`src/rtl/unified_mem_arbiter_if.sv`:
```
`default_nettype none
// ============================================================================
//  Module      : unified_mem_arbiter_if
//  Description : Bundles the core-side instruction/data ports, the core stall
//                line and the unified memory bus used by unified_mem_arbiter.
//                The slave modport is the arbiter's view of these signals.
//                The master modport is the view of the core and the memory
//                that connect to the arbiter.
//  Signals     : rom_* / ram_*  core instruction / data ports
//                stall          core stall line
//                mem_*          unified single-port memory bus
//  Revision    : 1.0 - initial release
// ============================================================================
interface unified_mem_arbiter_if #(
    parameter int ADDR_WIDTH = 32,
    parameter int DATA_WIDTH = 32,
    parameter int SEL_WIDTH  = 4
);
    logic                  rom_en;
    logic [SEL_WIDTH-1:0]  rom_write_en;
    logic [ADDR_WIDTH-1:0] rom_addr;
    logic [DATA_WIDTH-1:0] rom_write_data;
    logic [DATA_WIDTH-1:0] rom_read_data;

    logic                  ram_en;
    logic [SEL_WIDTH-1:0]  ram_write_en;
    logic [ADDR_WIDTH-1:0] ram_addr;
    logic [DATA_WIDTH-1:0] ram_write_data;
    logic [DATA_WIDTH-1:0] ram_read_data;

    logic                  stall;

    logic                  mem_req;
    logic [SEL_WIDTH-1:0]  mem_write_en;
    logic [ADDR_WIDTH-1:0] mem_addr;
    logic [DATA_WIDTH-1:0] mem_write_data;
    logic                  mem_ready;
    logic                  mem_rvalid;
    logic [DATA_WIDTH-1:0] mem_read_data;

    // Arbiter side
    modport slave (
        input  rom_en, rom_write_en, rom_addr, rom_write_data,
        input  ram_en, ram_write_en, ram_addr, ram_write_data,
        input  mem_ready, mem_rvalid, mem_read_data,
        output rom_read_data, ram_read_data, stall,
        output mem_req, mem_write_en, mem_addr, mem_write_data
    );

    // Core + memory side
    modport master (
        output rom_en, rom_write_en, rom_addr, rom_write_data,
        output ram_en, ram_write_en, ram_addr, ram_write_data,
        output mem_ready, mem_rvalid, mem_read_data,
        input  rom_read_data, ram_read_data, stall,
        input  mem_req, mem_write_en, mem_addr, mem_write_data
    );
endinterface
`default_nettype wire

```
`src/rtl/unified_mem_arbiter.sv`:
```
`default_nettype none
// ============================================================================
//  Module      : unified_mem_arbiter
//  Description : Serialises the core's data and instruction accesses of one
//                core cycle onto a single-port memory bus (data first, then
//                instruction). It stalls the core until both accesses finish,
//                then presents the captured read data in a one-cycle DONE
//                state.
//  Ports       : clk           clock, rising edge
//                rst           asynchronous active-high reset
//                bus           unified_mem_arbiter_if.slave (core ports,
//                              stall, memory bus)
//                stall_cycles  saturating count of cycles with stall=1
//  Revision    : 1.0 - initial release
// ============================================================================
module unified_mem_arbiter #(
    parameter int ADDR_WIDTH = 32,
    parameter int DATA_WIDTH = 32,
    parameter int SEL_WIDTH  = 4
) (
    input  wire                   clk,
    input  wire                   rst,
    unified_mem_arbiter_if.slave  bus,
    output logic [31:0]           stall_cycles
);

    typedef enum logic [2:0] {
        ST_IDLE   = 3'd0,
        ST_D_REQ  = 3'd1,
        ST_D_WAIT = 3'd2,
        ST_I_REQ  = 3'd3,
        ST_I_WAIT = 3'd4,
        ST_DONE   = 3'd5
    } state_t;

    state_t                r_state;

    // Instruction-port snapshot. The data-port snapshot is loaded straight
    // into the bus output registers, because the data access always goes
    // out first.
    logic                  r_rom_en;
    logic [SEL_WIDTH-1:0]  r_rom_write_en;
    logic [ADDR_WIDTH-1:0] r_rom_addr;
    logic [DATA_WIDTH-1:0] r_rom_write_data;

    logic                  r_mem_req;
    logic [SEL_WIDTH-1:0]  r_mem_write_en;
    logic [ADDR_WIDTH-1:0] r_mem_addr;
    logic [DATA_WIDTH-1:0] r_mem_write_data;

    logic [DATA_WIDTH-1:0] r_rom_read_data;
    logic [DATA_WIDTH-1:0] r_ram_read_data;
    logic [31:0]           r_stall_cycles;

    logic                  w_any_en;
    logic                  w_stall;

    assign w_any_en = bus.rom_en | bus.ram_en;

    // Stall also falls during reset, so the core sees every output at 0.
    assign w_stall = !rst &&
                     ((r_state == ST_D_REQ)  || (r_state == ST_D_WAIT) ||
                      (r_state == ST_I_REQ)  || (r_state == ST_I_WAIT) ||
                      ((r_state == ST_IDLE) && w_any_en));

    always_ff @(posedge clk or posedge rst) begin
        if (rst) begin
            r_state          <= ST_IDLE;
            r_rom_en         <= 1'b0;
            r_rom_write_en   <= '0;
            r_rom_addr       <= '0;
            r_rom_write_data <= '0;
            r_mem_req        <= 1'b0;
            r_mem_write_en   <= '0;
            r_mem_addr       <= '0;
            r_mem_write_data <= '0;
            r_rom_read_data  <= '0;
            r_ram_read_data  <= '0;
        end else begin
            case (r_state)
                ST_IDLE: begin
                    if (w_any_en) begin
                        r_rom_en         <= bus.rom_en;
                        r_rom_write_en   <= bus.rom_write_en;
                        r_rom_addr       <= bus.rom_addr;
                        r_rom_write_data <= bus.rom_write_data;
                        r_mem_req        <= 1'b1;
                        if (bus.ram_en) begin
                            r_state          <= ST_D_REQ;
                            r_mem_write_en   <= bus.ram_write_en;
                            r_mem_addr       <= bus.ram_addr;
                            r_mem_write_data <= bus.ram_write_data;
                        end else begin
                            r_state          <= ST_I_REQ;
                            r_mem_write_en   <= bus.rom_write_en;
                            r_mem_addr       <= bus.rom_addr;
                            r_mem_write_data <= bus.rom_write_data;
                        end
                    end
                end

                ST_D_REQ: begin
                    if (bus.mem_ready) begin
                        // A store that hands straight over to the fetch keeps
                        // mem_req high and just swaps in the fetch fields.
                        if ((r_mem_write_en == '0) || !r_rom_en) begin
                            r_state          <= (r_mem_write_en == '0) ? ST_D_WAIT : ST_DONE;
                            r_mem_req        <= 1'b0;
                            r_mem_write_en   <= '0;
                            r_mem_addr       <= '0;
                            r_mem_write_data <= '0;
                        end else begin
                            r_state          <= ST_I_REQ;
                            r_mem_write_en   <= r_rom_write_en;
                            r_mem_addr       <= r_rom_addr;
                            r_mem_write_data <= r_rom_write_data;
                        end
                    end
                end

                ST_D_WAIT: begin
                    if (bus.mem_rvalid) begin
                        r_ram_read_data <= bus.mem_read_data;
                        if (r_rom_en) begin
                            r_state          <= ST_I_REQ;
                            r_mem_req        <= 1'b1;
                            r_mem_write_en   <= r_rom_write_en;
                            r_mem_addr       <= r_rom_addr;
                            r_mem_write_data <= r_rom_write_data;
                        end else begin
                            r_state <= ST_DONE;
                        end
                    end
                end

                ST_I_REQ: begin
                    if (bus.mem_ready) begin
                        r_state          <= (r_mem_write_en == '0) ? ST_I_WAIT : ST_DONE;
                        r_mem_req        <= 1'b0;
                        r_mem_write_en   <= '0;
                        r_mem_addr       <= '0;
                        r_mem_write_data <= '0;
                    end
                end

                ST_I_WAIT: begin
                    if (bus.mem_rvalid) begin
                        r_rom_read_data <= bus.mem_read_data;
                        r_state         <= ST_DONE;
                    end
                end

                ST_DONE: begin
                    r_state <= ST_IDLE;
                end

                default: begin
                    r_state          <= ST_IDLE;
                    r_mem_req        <= 1'b0;
                    r_mem_write_en   <= '0;
                    r_mem_addr       <= '0;
                    r_mem_write_data <= '0;
                end
            endcase
        end
    end

    always_ff @(posedge clk or posedge rst) begin
        if (rst) begin
            r_stall_cycles <= '0;
        end else if (w_stall && (r_stall_cycles != 32'hFFFF_FFFF)) begin
            r_stall_cycles <= r_stall_cycles + 32'd1;
        end
    end

    assign bus.stall          = w_stall;
    assign bus.mem_req        = r_mem_req;
    assign bus.mem_write_en   = r_mem_write_en;
    assign bus.mem_addr       = r_mem_addr;
    assign bus.mem_write_data = r_mem_write_data;
    assign bus.rom_read_data  = r_rom_read_data;
    assign bus.ram_read_data  = r_ram_read_data;
    assign stall_cycles       = r_stall_cycles;

endmodule
`default_nettype wire

```
`src/flat_wrapper.sv`:
```
// flat-port wrapper written by rule: the top's interface ports become plain ports
module unified_mem_arbiter_flat 
#(
    parameter int ADDR_WIDTH = 32,
    parameter int DATA_WIDTH = 32,
    parameter int SEL_WIDTH  = 4
)
  (clk, rst, stall_cycles, bus_rom_en, bus_rom_write_en, bus_rom_addr, bus_rom_write_data, bus_ram_en, bus_ram_write_en, bus_ram_addr, bus_ram_write_data, bus_mem_ready, bus_mem_rvalid, bus_mem_read_data, bus_rom_read_data, bus_ram_read_data, bus_stall, bus_mem_req, bus_mem_write_en, bus_mem_addr, bus_mem_write_data);
  unified_mem_arbiter_if #(.ADDR_WIDTH(ADDR_WIDTH), .DATA_WIDTH(DATA_WIDTH), .SEL_WIDTH(SEL_WIDTH)) bus_i ();
  input  wire clk;
  input  wire rst;
  output logic [31:0] stall_cycles;
  input wire logic [$bits(bus_i.rom_en)-1:0] bus_rom_en;
  input wire logic [$bits(bus_i.rom_write_en)-1:0] bus_rom_write_en;
  input wire logic [$bits(bus_i.rom_addr)-1:0] bus_rom_addr;
  input wire logic [$bits(bus_i.rom_write_data)-1:0] bus_rom_write_data;
  input wire logic [$bits(bus_i.ram_en)-1:0] bus_ram_en;
  input wire logic [$bits(bus_i.ram_write_en)-1:0] bus_ram_write_en;
  input wire logic [$bits(bus_i.ram_addr)-1:0] bus_ram_addr;
  input wire logic [$bits(bus_i.ram_write_data)-1:0] bus_ram_write_data;
  input wire logic [$bits(bus_i.mem_ready)-1:0] bus_mem_ready;
  input wire logic [$bits(bus_i.mem_rvalid)-1:0] bus_mem_rvalid;
  input wire logic [$bits(bus_i.mem_read_data)-1:0] bus_mem_read_data;
  output wire logic [$bits(bus_i.rom_read_data)-1:0] bus_rom_read_data;
  output wire logic [$bits(bus_i.ram_read_data)-1:0] bus_ram_read_data;
  output wire logic [$bits(bus_i.stall)-1:0] bus_stall;
  output wire logic [$bits(bus_i.mem_req)-1:0] bus_mem_req;
  output wire logic [$bits(bus_i.mem_write_en)-1:0] bus_mem_write_en;
  output wire logic [$bits(bus_i.mem_addr)-1:0] bus_mem_addr;
  output wire logic [$bits(bus_i.mem_write_data)-1:0] bus_mem_write_data;
  assign bus_i.rom_en = bus_rom_en;
  assign bus_i.rom_write_en = bus_rom_write_en;
  assign bus_i.rom_addr = bus_rom_addr;
  assign bus_i.rom_write_data = bus_rom_write_data;
  assign bus_i.ram_en = bus_ram_en;
  assign bus_i.ram_write_en = bus_ram_write_en;
  assign bus_i.ram_addr = bus_ram_addr;
  assign bus_i.ram_write_data = bus_ram_write_data;
  assign bus_i.mem_ready = bus_mem_ready;
  assign bus_i.mem_rvalid = bus_mem_rvalid;
  assign bus_i.mem_read_data = bus_mem_read_data;
  assign bus_rom_read_data = bus_i.rom_read_data;
  assign bus_ram_read_data = bus_i.ram_read_data;
  assign bus_stall = bus_i.stall;
  assign bus_mem_req = bus_i.mem_req;
  assign bus_mem_write_en = bus_i.mem_write_en;
  assign bus_mem_addr = bus_i.mem_addr;
  assign bus_mem_write_data = bus_i.mem_write_data;
  unified_mem_arbiter #(.ADDR_WIDTH(ADDR_WIDTH), .DATA_WIDTH(DATA_WIDTH), .SEL_WIDTH(SEL_WIDTH)) u_core (.clk(clk), .rst(rst), .bus(bus_i), .stall_cycles(stall_cycles));
endmodule
```
`config.mk`:
```
export PLATFORM = sky130hd
export DESIGN_NAME = unified_mem_arbiter_flat
export DESIGN_NICKNAME = d
export VERILOG_FILES = /design/src/rtl/unified_mem_arbiter_if.sv /design/src/rtl/unified_mem_arbiter.sv /design/src/flat_wrapper.sv
export SDC_FILE = /design/constraint.sdc
export NUM_CORES = 1
export LEC_CHECK = 0
export BUFFER_PORTS_ARGS = -buffer_cell sky130_fd_sc_hd__clkbuf_2
export CAP_MARGIN = 30
export CORE_MARGIN = 3
export CORE_UTILIZATION = 32
export DETAILED_ROUTE_END_ITERATION = 10
export GPL_TIMING_DRIVEN = 0
export PLACE_DENSITY = 0.54
export SYNTH_ARGS = -nofsm -noshare
export SYNTH_HDL_FRONTEND = slang
export SYNTH_SLANG_ARGS = --single-unit
```
`constraint.sdc`:
```
create_clock -name clk -period 6 [get_ports clk]
set_input_delay 0 -clock clk [delete_from_list [all_inputs] [get_ports clk]]
set_output_delay 0 -clock clk [all_outputs]
set_load 0.02 [all_outputs]
```
Word-level counts from Yosys, hierarchy flattened
Cells that the tools add are included.

Divide/modulo/power cells: 0. Reductions and logical operators: 19. Multipliers: 0. Add/sub/neg operators: 1. Order comparisons: 0. Muxes and demuxes: 41. Eq/ne operators: 13. Shifts and indexed selects: 0. Bitwise operators: 2.

Operators with widths (count): 32-bit two-way mux (13); 32-bit one-hot mux with 5 select lines (2); 32-bit by 1-bit adder with 32-bit output, second input constant (1); 32-bit inequality test, second input constant (1); 4-bit two-way mux (7); 3-bit two-way mux (8); 4-bit one-hot mux with 5 select lines (1); 3-bit one-hot mux with 5 select lines (1); 2-bit inequality test, second input constant (5); 1-bit two-way mux (7); 7-bit AND reduction (1); 3-bit by 2-bit equality test with 1-bit output, second input constant (2); 3-bit equality test, second input constant (2); 2-bit AND reduction (3); 6-bit AND reduction (1); 1-bit logical OR (5); 1-bit one-hot mux with 5 select lines (1); 5-bit AND reduction (1); 4-bit logical NOT (1); 2-bit by 1-bit inequality test with 1-bit output, second input constant (2); 3-bit by 1-bit equality test with 1-bit output, second input constant (1); 1-bit logical AND (3); 3-bit logical NOT (1); 1-bit logical NOT (2); other kinds (4) (4).

Latch bits: 0. Register bits after elaboration: 237. Memory bits (read-only): 0. Output and inout port bits: 166. Memories: 0. RAM bits: 0. Input port bits: 174. Logic and storage cells: 88.

Logic depth before layout (Yosys ltp)
Gate-level depths: netlist (run 1).

Depth in word-level cells: 7. Mapped depth: 8. Depth with buffers taken out: 6.

Worst setup path after synthesis (run 1)
OpenSTA, ideal clock, no wires.

Path kind: register to register. Start: register u_core.r_stall_cycles[17] (netlist: u_core.stall_cycles[17]). End: register u_core.r_stall_cycles[1] (netlist: u_core.stall_cycles[1]). Cell stages (with the launch flop): 7. Path buffers: 2. Period minus slack after synthesis: 2.068 ns. Arrival: 1.943 ns. Setup slack: 3.932 ns. Data required time: 5.875 ns. Library setup time: 0.125 ns. Path through: dfrtp_1 buf_2 nand4_1 or4_4 o21a_1 buf_6 mux2_4.

Longest elaborated chain between the ends: 2.

Ends and longest elaborated chain: start: declaration (line unified_mem_arbiter.sv:53) `logic [31:0] r_stall_cycles;`; start signal: assignment (line unified_mem_arbiter.sv:172) `r_stall_cycles <= r_stall_cycles + 32'd1;`; 32-bit inequality test (line unified_mem_arbiter.sv:171) `end else if (w_stall && (r_stall_cycles != 32'hFFFF_FFFF)) begin`; 1-bit logical AND (line unified_mem_arbiter.sv:171).

Every way passes these cells. A chain may end at the register's enable or synchronous reset.

Worst setup path after layout (run 1)
Start: register u_core.r_mem_write_en[3] (netlist: u_core.bus.mem_write_en[3]). End: register u_core.r_mem_write_en[0] (netlist: u_core.bus.mem_write_en[0]).

Longest elaborated chain between the ends: 5.

Ends and longest elaborated chain: start: declaration (line unified_mem_arbiter.sv:47) `logic [SEL_WIDTH-1:0] r_mem_write_en;`; start signal: assignment (line unified_mem_arbiter.sv:90) `r_mem_write_en <= bus.ram_write_en;`; start signal: assignment (line unified_mem_arbiter.sv:95) `r_mem_write_en <= bus.rom_write_en;`; start signal: assignment (line unified_mem_arbiter.sv:114) `r_mem_write_en <= r_rom_write_en;`; 4-bit logical NOT (line unified_mem_arbiter.sv:106) `if ((r_mem_write_en == '0) || !r_rom_en) begin`; 1-bit logical OR (line unified_mem_arbiter.sv:106); 4-bit two-way mux (line unified_mem_arbiter.sv:106); 4-bit two-way mux (line unified_mem_arbiter.sv:103) `if (bus.mem_ready) begin`; 4-bit one-hot mux with 5 select lines (line unified_mem_arbiter.sv:80) `case (r_state)`.

Every way passes these cells. The select of a mux whose other input is x is not followed.

==> flow_metrics.tcl, run 1 <==
set metrics [dict create \
    status "finished clean" \
    p_leak_nw 7.45 \
    worstPathArrival_ns 3.06 \
    drive_above_1_share_pct 41.7 \
    worst_setup_path_start_kind "register" \
    track_usage_pct 17.9 \
    area_growth_pct 48.3 \
    synthMuxAreaShare_pct 21.3 \
    async_flop_share_pct 100 \
    syn_area_um2 10300 \
    io_pins 340 \
    rsz0062_at_grt "no" \
    vias 8490 \
    peakVddDrop_mv 0.250 \
    cpMostUsedCell "buf_2" \
    synth_top_family_by_area "multiplexers" \
    dp_slack_ns 3.29 \
    first_iter_violations 285 \
    setup_violations 0 \
    tns_ns 0 \
    portBuffers 338 \
    nets 1494 \
    synth-edff-count 0 \
    drcViolationCount 0 \
    initial_utilization_pct 33.1 \
    worst_slack_ns 3.36 \
    ant_nets 0 \
    cts_resized 0 \
    num_antenna_cells 0 \
    finalNonFillerCells 1734 \
    crit_path_max_fanout 10 \
    via_per_inst 4.90 \
    fp.dieH_um 185 \
    min_period_over_period_pct 44.0 \
    clk_pin_slew_ns 0.06 \
    root_buffer "clkbuf_16" \
    maxCapViolations 0 \
    rows 64 \
    cts_setup_buffers 0 \
    path_cells "nor4_1 > o32a_1 > nor3_1 > buf_2 > buf_2 > buf_2 > a221o_1" \
    worst_pin_slew_ns 0.905 \
    synth_nets 946 \
    finalMaxSlewViolations 0 \
    htreeDepth 1 \
    fmax_mhz 379 \
    gp_routability_congestion 0.811 \
    synth-compound-area-share_pct 8.33 \
    seq_area_frac_synth_pct 57.7 \
    hpwl_um 22300 \
    hold_viol_final 0 \
    critPathKind "register to register" \
    ys_ff_latch 237 \
    ys_top_cells_by_area "dfrtp_1, mux2_2, a221o_1, mux2i_1, nor2_1" \
    grt_pass1_vias 8866 \
    ys_types 47 \
    power_density_nw_per_um2 482 \
    clk_latency_ns 0.54 \
    synthAdderAreaFrac_pct 0.122 \
    clockBufferDepth 3 \
    cts.sinks 237 \
    cp_slowest_cell "nor4_1" \
    syn_avg_cell_area_um2 13.3 \
    drt-wirelength-per-cell_um 18.3 \
    cts_buffers 28 \
    yosysTopAreaCellShare_pct 57.7 \
    min_period_ns 2.64 \
    yosys.area_share.simple_pct 7.30 \
    synth_largest_area_cell "dfrtp_1" \
    fin_skew_ns 0.00993 \
    slowest_delay_ns 0.73 \
    hold_path_class "primary input to async pin" \
    grt_max_degree 42 \
    chipWidth_um 185 \
    crit_path_end_kind "register" \
    yosys_most_used_dff "dfrtp_1" \
    antenna_found_initial 0 \
    core_um2 31100 \
    dp.cells 1513 \
    slew_headroom_pct 39.1 \
    cts_tree "built" \
    first_pass_iters 4 \
    yosys.area_share.xor_xnor_pct 2.64 \
    grt_pass1_wl_um 49400 \
    grt-ovfl-total 0 \
    yosysWarnings 0 \
    syn_inst 771 \
    critPathRequiredTime_ns 6.42 \
    floorplan.die_area_um2 34300 \
    finalWirelength_um 31700 \
]
## metal layers
layer	global-route usage [%]	vias up	routed length, µm
met3	4.77	66	2470
met5	0	-	0
met4	5.34	0	977
met1	23.4	4159	13500
met2	29.4	322	14700
li1	-	3943	-
## synthesized netlist by cell type, drive strengths merged, types with 2 or more instances
cell type and instances:
a211oi 2, a221o 68, and2 3, and3 7
and4 5, buf 31, clkbuf 19, dfrtp 237
inv 4, mux2 134, mux2i 67, nand2 18
nand3 9, nand4 14, nor2 80, nor3 11
nor4 6, o21a 2, o21ai 5, xnor2 11
xor2 20
## per-stage QoR
| step | cell area, µm² | hold slack [ns] | utilization [%] | power (mW) |
|---|---|---|---|---|
| after floorplan | 10300 | 0.0386 | - | 4.60 |
| after global placement | 12500 | 0.248 | 40.1 | 5.56 |
| after detailed placement | 12600 | 0.178 | 40.6 | 5.63 |
| after CTS | 15200 | 0.156 | 49.0 | 7.43 |
| after global routing | 15200 | 0.227 | 49.0 | 7.79 |
| final | 15200 | 0.186 | 49.0 | 7.34 |
## cells by family (layout without fill, tap and decap cells)
group                    after synthesis  in the layout
AND/OR/NAND/NOR                      158            158
multiplexers                         201            201
flip-flops                           237            237
buffers and inverters                 54            621
XOR/XNOR                              31             31
AO/OA/AOI/OAI                         89             89
adder cells (fa/ha/maj)                1              1
## state kept, by name, indices dropped and copies added, names as in the netlist
name,cells
u_core.bus.mem_addr,32
u_core.bus.mem_req,1
u_core.bus.mem_write_data,32
u_core.bus.mem_write_en,4
u_core.bus.ram_read_data,32
u_core.bus.rom_read_data,32
u_core.r_rom_addr,32
u_core.r_rom_en,1
u_core.r_rom_write_data,32
u_core.r_rom_write_en,4
u_core.r_state,3
u_core.stall_cycles,32
## layout make-up
class	count	area, µm²
buffer	50	251
clock buffer	45	856
clock inverter	4	47.5
fill	2773	15800
inverter	4	18.8
multi-input combinational	480	4070
sequential	237	5930
tap	396	495
timing repair buffer	518	3560
## layout by cell type (no fill, tap or decap), drive strengths merged, types with 2 or more instances in the layout
| cell | count |
|---|---|
| a211oi | 2 |
| a221o | 68 |
| and2 | 3 |
| and3 | 7 |
| and4 | 5 |
| buf | 39 |
| clkbuf | 402 |
| clkinv | 2 |
| clkinvlp | 2 |
| dfrtp | 237 |
| dlygate4sd3 | 172 |
| inv | 3 |
| mux2 | 134 |
| mux2i | 67 |
| nand2 | 18 |
| nand3 | 9 |
| nand4 | 14 |
| nor2 | 80 |
| nor3 | 11 |
| nor4 | 6 |
| o21a | 2 |
| o21ai | 5 |
| xnor2 | 11 |
| xor2 | 20 |
## final timing paths
path	startpoint	endpoint	slack [ns]	cells past startpoint
setup / recovery	u_core.bus.mem_write_en[3]$_DFFE_PP0P_	u_core.bus.mem_write_en[0]$_DFFE_PP0P_	3.36	7
hold / removal	rst	u_core.r_state[0]$_DFFE_PP0P_	0.19	3
setup reg to reg	u_core.bus.mem_write_en[3]$_DFFE_PP0P_	u_core.bus.mem_write_en[0]$_DFFE_PP0P_	3.36	7
hold reg to reg	u_core.r_rom_write_en[1]$_DFFE_PP0N_	u_core.bus.mem_write_en[1]$_DFFE_PP0P_	0.49	1
max in group asynchronous	rst	u_core.r_rom_write_data[2]$_DFFE_PP0N_	4.75	6
min in group clk	bus_ram_en	u_core.bus.mem_write_en[0]$_DFFE_PP0P_	0.24	4
## timing repair
item                                    4_1_cts  5_1_grt
hold buffers                                172        0
endpoints found under the setup margin        0        0
endpoints found under the hold margin       233        0
## power by group
part           switching (mW)  internal [mW]  total, mW
clock network           0.668           1.01       1.68
logic                    1.63           1.32       2.94
registers               0.413           2.30       2.72
## critical path: cells and delay by family, from the launching register on
family | cells | cell delay [ns]
AND/OR/NAND/NOR | 2 | 0.78
buffers and inverters | 3 | 0.65
AO/OA/AOI/OAI | 2 | 0.59
flip-flops | 1 | 0.49
(Power assumes the default switching activity.)
==> run 2, diff against run 1 <==
--- a/config.mk
+++ b/config.mk
@@ -5,13 +5,14 @@
 export SDC_FILE = /design/constraint.sdc
 export NUM_CORES = 1
 export LEC_CHECK = 0
+export ABC_AREA = 1
 export BUFFER_PORTS_ARGS = -buffer_cell sky130_fd_sc_hd__clkbuf_2
 export CAP_MARGIN = 30
 export CORE_MARGIN = 3
 export CORE_UTILIZATION = 32
 export DETAILED_ROUTE_END_ITERATION = 10
 export GPL_TIMING_DRIVEN = 0
-export PLACE_DENSITY = 0.54
+export PLACE_DENSITY = 0.52
 export SYNTH_ARGS = -nofsm -noshare
 export SYNTH_HDL_FRONTEND = slang
 export SYNTH_SLANG_ARGS = --single-unit
==> constraint.sdc (replaced) <==
create_clock -name clk -period 2.4 [get_ports clk]
set_input_delay 0 -clock clk [delete_from_list [all_inputs] [get_ports clk]]
set_output_delay 0 -clock clk [all_outputs]
set_load 0.02 [all_outputs]
==> run 2 against run 1 <==
  * Count of clock-buffer cells in the layout decreased by 6
  * Sequential share of layout area down 4.5 points
  * First-iteration DRC count rose to 2.7 times the previous value
  * Via count grew 51%
  * Utilization decreased by 2.2 points
  * Synthesized cell count up 110%
  * Combinational power increased to 2.8 times the previous value
  * Area after synthesis increased by 17%
  * Critical path type unchanged
  * Largest cell class unchanged
  * Largest power group unchanged
==> flow_metrics.tcl, run 2 <==
set metrics [dict create \
    synth-edff-count 0 \
    slowest_delay_ns 0.42 \
    peakVddDrop_mv 0.699 \
    finalWirelength_um 43200 \
    ys_types 27 \
    p_leak_nw 8.97 \
    yosysWarnings 0 \
    drcViolationCount 0 \
    critPathRequiredTime_ns 2.86 \
    dpl_cell_area_um2 14400 \
    nets 2347 \
    clockBufferDepth 3 \
    fill_cells 3699 \
    initial_utilization_pct 32.6 \
    final_common_cell "nand2_1" \
    cp_top_family "simple AND/OR/NAND/NOR gates" \
    worst_pin_slew_ns 0.713 \
    first_iter_violations 764 \
    track_usage_pct 21.5 \
    grt_pass1_wl_um 68500 \
    clk_pin_slew_ns 0.06 \
    via_per_inst 4.81 \
    async_flop_share_pct 100 \
    portBuffers 339 \
    min_period_over_period_pct 92.4 \
    startpoint "u_core.stall_cycles[0]$_DFFE_PP0P_" \
    syn_area_um2 12000 \
    path_buf_inv 4 \
    io_pins 340 \
    floorplan.die_area_um2 39800 \
    setup_violations 0 \
    hold_viol_final 0 \
    first_pass_iters 5 \
    root_buffer "clkbuf_16" \
    antenna_found_initial 2 \
    rows 70 \
    vias 12797 \
    worstPathArrival_ns 2.68 \
    ys_top_cells_by_count "nand2_1, dfrtp_1, o21ai_0" \
    status "finished clean" \
    chipWidth_um 200 \
    min_period_ns 2.22 \
    path_cells "ha_2 > inv_1 > nor2_2 > nand2_1 > nor2_1 > nand2_1 > nand2_4 > inv_2 > buf_2 > buf_6 > nand2_1 > nand2_1" \
    fp.dieH_um 200 \
    crit_path_max_fanout 10 \
    maxCapViolations 0 \
    syn_avg_cell_area_um2 7.41 \
    grt_pass1_vias 12775 \
    hold_slack_ns 0.0970 \
    yosysMostFrequentCell "nand2_1" \
    clk_latency_ns 0.59 \
    power_density_nw_per_um2 1120 \
    cts_tree "built" \
    grt-ovfl-total 0 \
    worst_setup_path_start_kind "register" \
    rsz0062_at_grt "no" \
    cpMostUsedCell "nand2_1" \
    fin_skew_ns 0.0165 \
    yosysTopAreaCellShare_pct 49.5 \
    slew_headroom_pct 52.2 \
    core_um2 36800 \
    synth_largest_area_cell "dfrtp_1" \
    grt_max_degree 42 \
    ant_nets 0 \
    gp_routability_congestion 0.874 \
    drt-wirelength-per-cell_um 16.2 \
    final_area_um2 17200 \
    seq_area_frac_synth_pct 49.5 \
    cts.sinks 237 \
    fmax_mhz 451 \
    hpwl_um 30900 \
    r2r-start "u_core.stall_cycles[0]$_DFFE_PP0P_" \
    drive_above_1_share_pct 19.8 \
    crit_path_end_kind "register" \
    cts_buffers 30 \
    synth_nets 1793 \
    syn_inst 1618 \
    ys_ff_latch 237 \
    hold_path_class "primary input to async pin" \
    ys_top_cells_by_area "dfrtp_1, nand2_1, o21ai_0, o211ai_1, inv_1" \
    finalMaxSlewViolations 0 \
    critPathKind "register to register" \
    cp_slowest_cell "dfrtp_2" \
    area_growth_pct 43.7 \
    yosys_most_used_dff "dfrtp_1" \
    layout_common_cells "nand2_1, clkbuf_2, dfrtp_1" \
    htreeDepth 1 \
]
[run 2: worst paths after layout]
kind / endpoint / cells past startpoint / slack (ns)
max in group asynchronous: u_core.r_rom_addr[1]$_DFFE_PP0N_ / 6 / 1.39
min reg2reg: u_core.bus.ram_read_data[28]$_DFFE_PP0P_ / 2 / 0.48
max reg2reg: u_core.stall_cycles[15]$_DFFE_PP0P_ / 12 / 0.18
min: u_core.bus.mem_write_data[16]$_DFFE_PP0P_ / 5 / 0.1
max: u_core.stall_cycles[15]$_DFFE_PP0P_ / 12 / 0.18
min in group clk: u_core.r_state[1]$_DFFE_PP0P_ / 7 / 0.11
[run 2: layer usage]
layer  wire length (µm)  global-route usage [%]  vias to the layer above
met5                  7                       0                        -
met4               1220                    6.28                        2
met2              19700                    34.9                      412
met1              19500                    29.5                     5975
met3               2840                    4.10                       79
li1                   -                       -                     6329
[run 2: report_power, final]
group / leakage [nW] / switching (mW) / internal [mW]
clock network: 0.488 / 1.83 / 2.76
registers: 3.06 / 0.964 / 5.48
logic: 5.42 / 5.70 / 2.57
[run 2: worst register-to-register path, delay by kind of cell, from the launching register on]
family | cells | cell delay [ns]
fa+ha+maj | 1 | 0.23
buf+inv | 4 | 0.48
flops | 1 | 0.42
simple gates | 7 | 0.97
[run 2: cells by family after synthesis]
kind of cell / count (synthesis) / share of synthesized area, %
simple gates: 917 / 31.4
buf+inv: 237 / 7.70
flops: 237 / 49.5
compound gates: 213 / 10.3
xor+xnor: 13 / 0.950
fa+ha+maj: 1 / 0.104
[run 2: area by class of cell]
class | count | area, µm² | area share, %
clock inverters | 13 | 164 | 0.951
multi-input cells | 1144 | 5150 | 29.9
inverters | 137 | 518 | 3.01
flip-flops and latches | 237 | 5930 | 34.4
diodes | 2 | 5.00 | 0.0290
well taps | 468 | 586 | 3.40
plain buffers | 100 | 419 | 2.43
repair buffers | 522 | 3620 | 21.0
clock buffers | 39 | 835 | 4.84
[run 2: through the flow]
stage | power (mW) | TNS (ns) | std cells | utilization, % | setup WS, ns
finish | 19.3 | 0 | 2662 | 46.8 | 0.182
CTS | 19.5 | 0 | 2659 | 46.7 | 0.0363
floorplan | 11.5 | -232.63 | 1618 | - | -2.04
global placement | 14.4 | -719.09 | 2425 | 38.8 | -4.18
global route | 20.8 | 0 | 2661 | 46.8 | 0.0129
detailed placement | 14.5 | -1.16 | 2432 | 39.2 | -0.0651
[run 2: repair_timing]
item,4_1_cts,5_1_grt
setup buffers,1,0
endpoints found under the setup margin,20,55
hold buffers,174,0
pin swaps,1,0
gates resized for setup,0,14
gates cloned,0,0
hold endpoints to repair,326,0
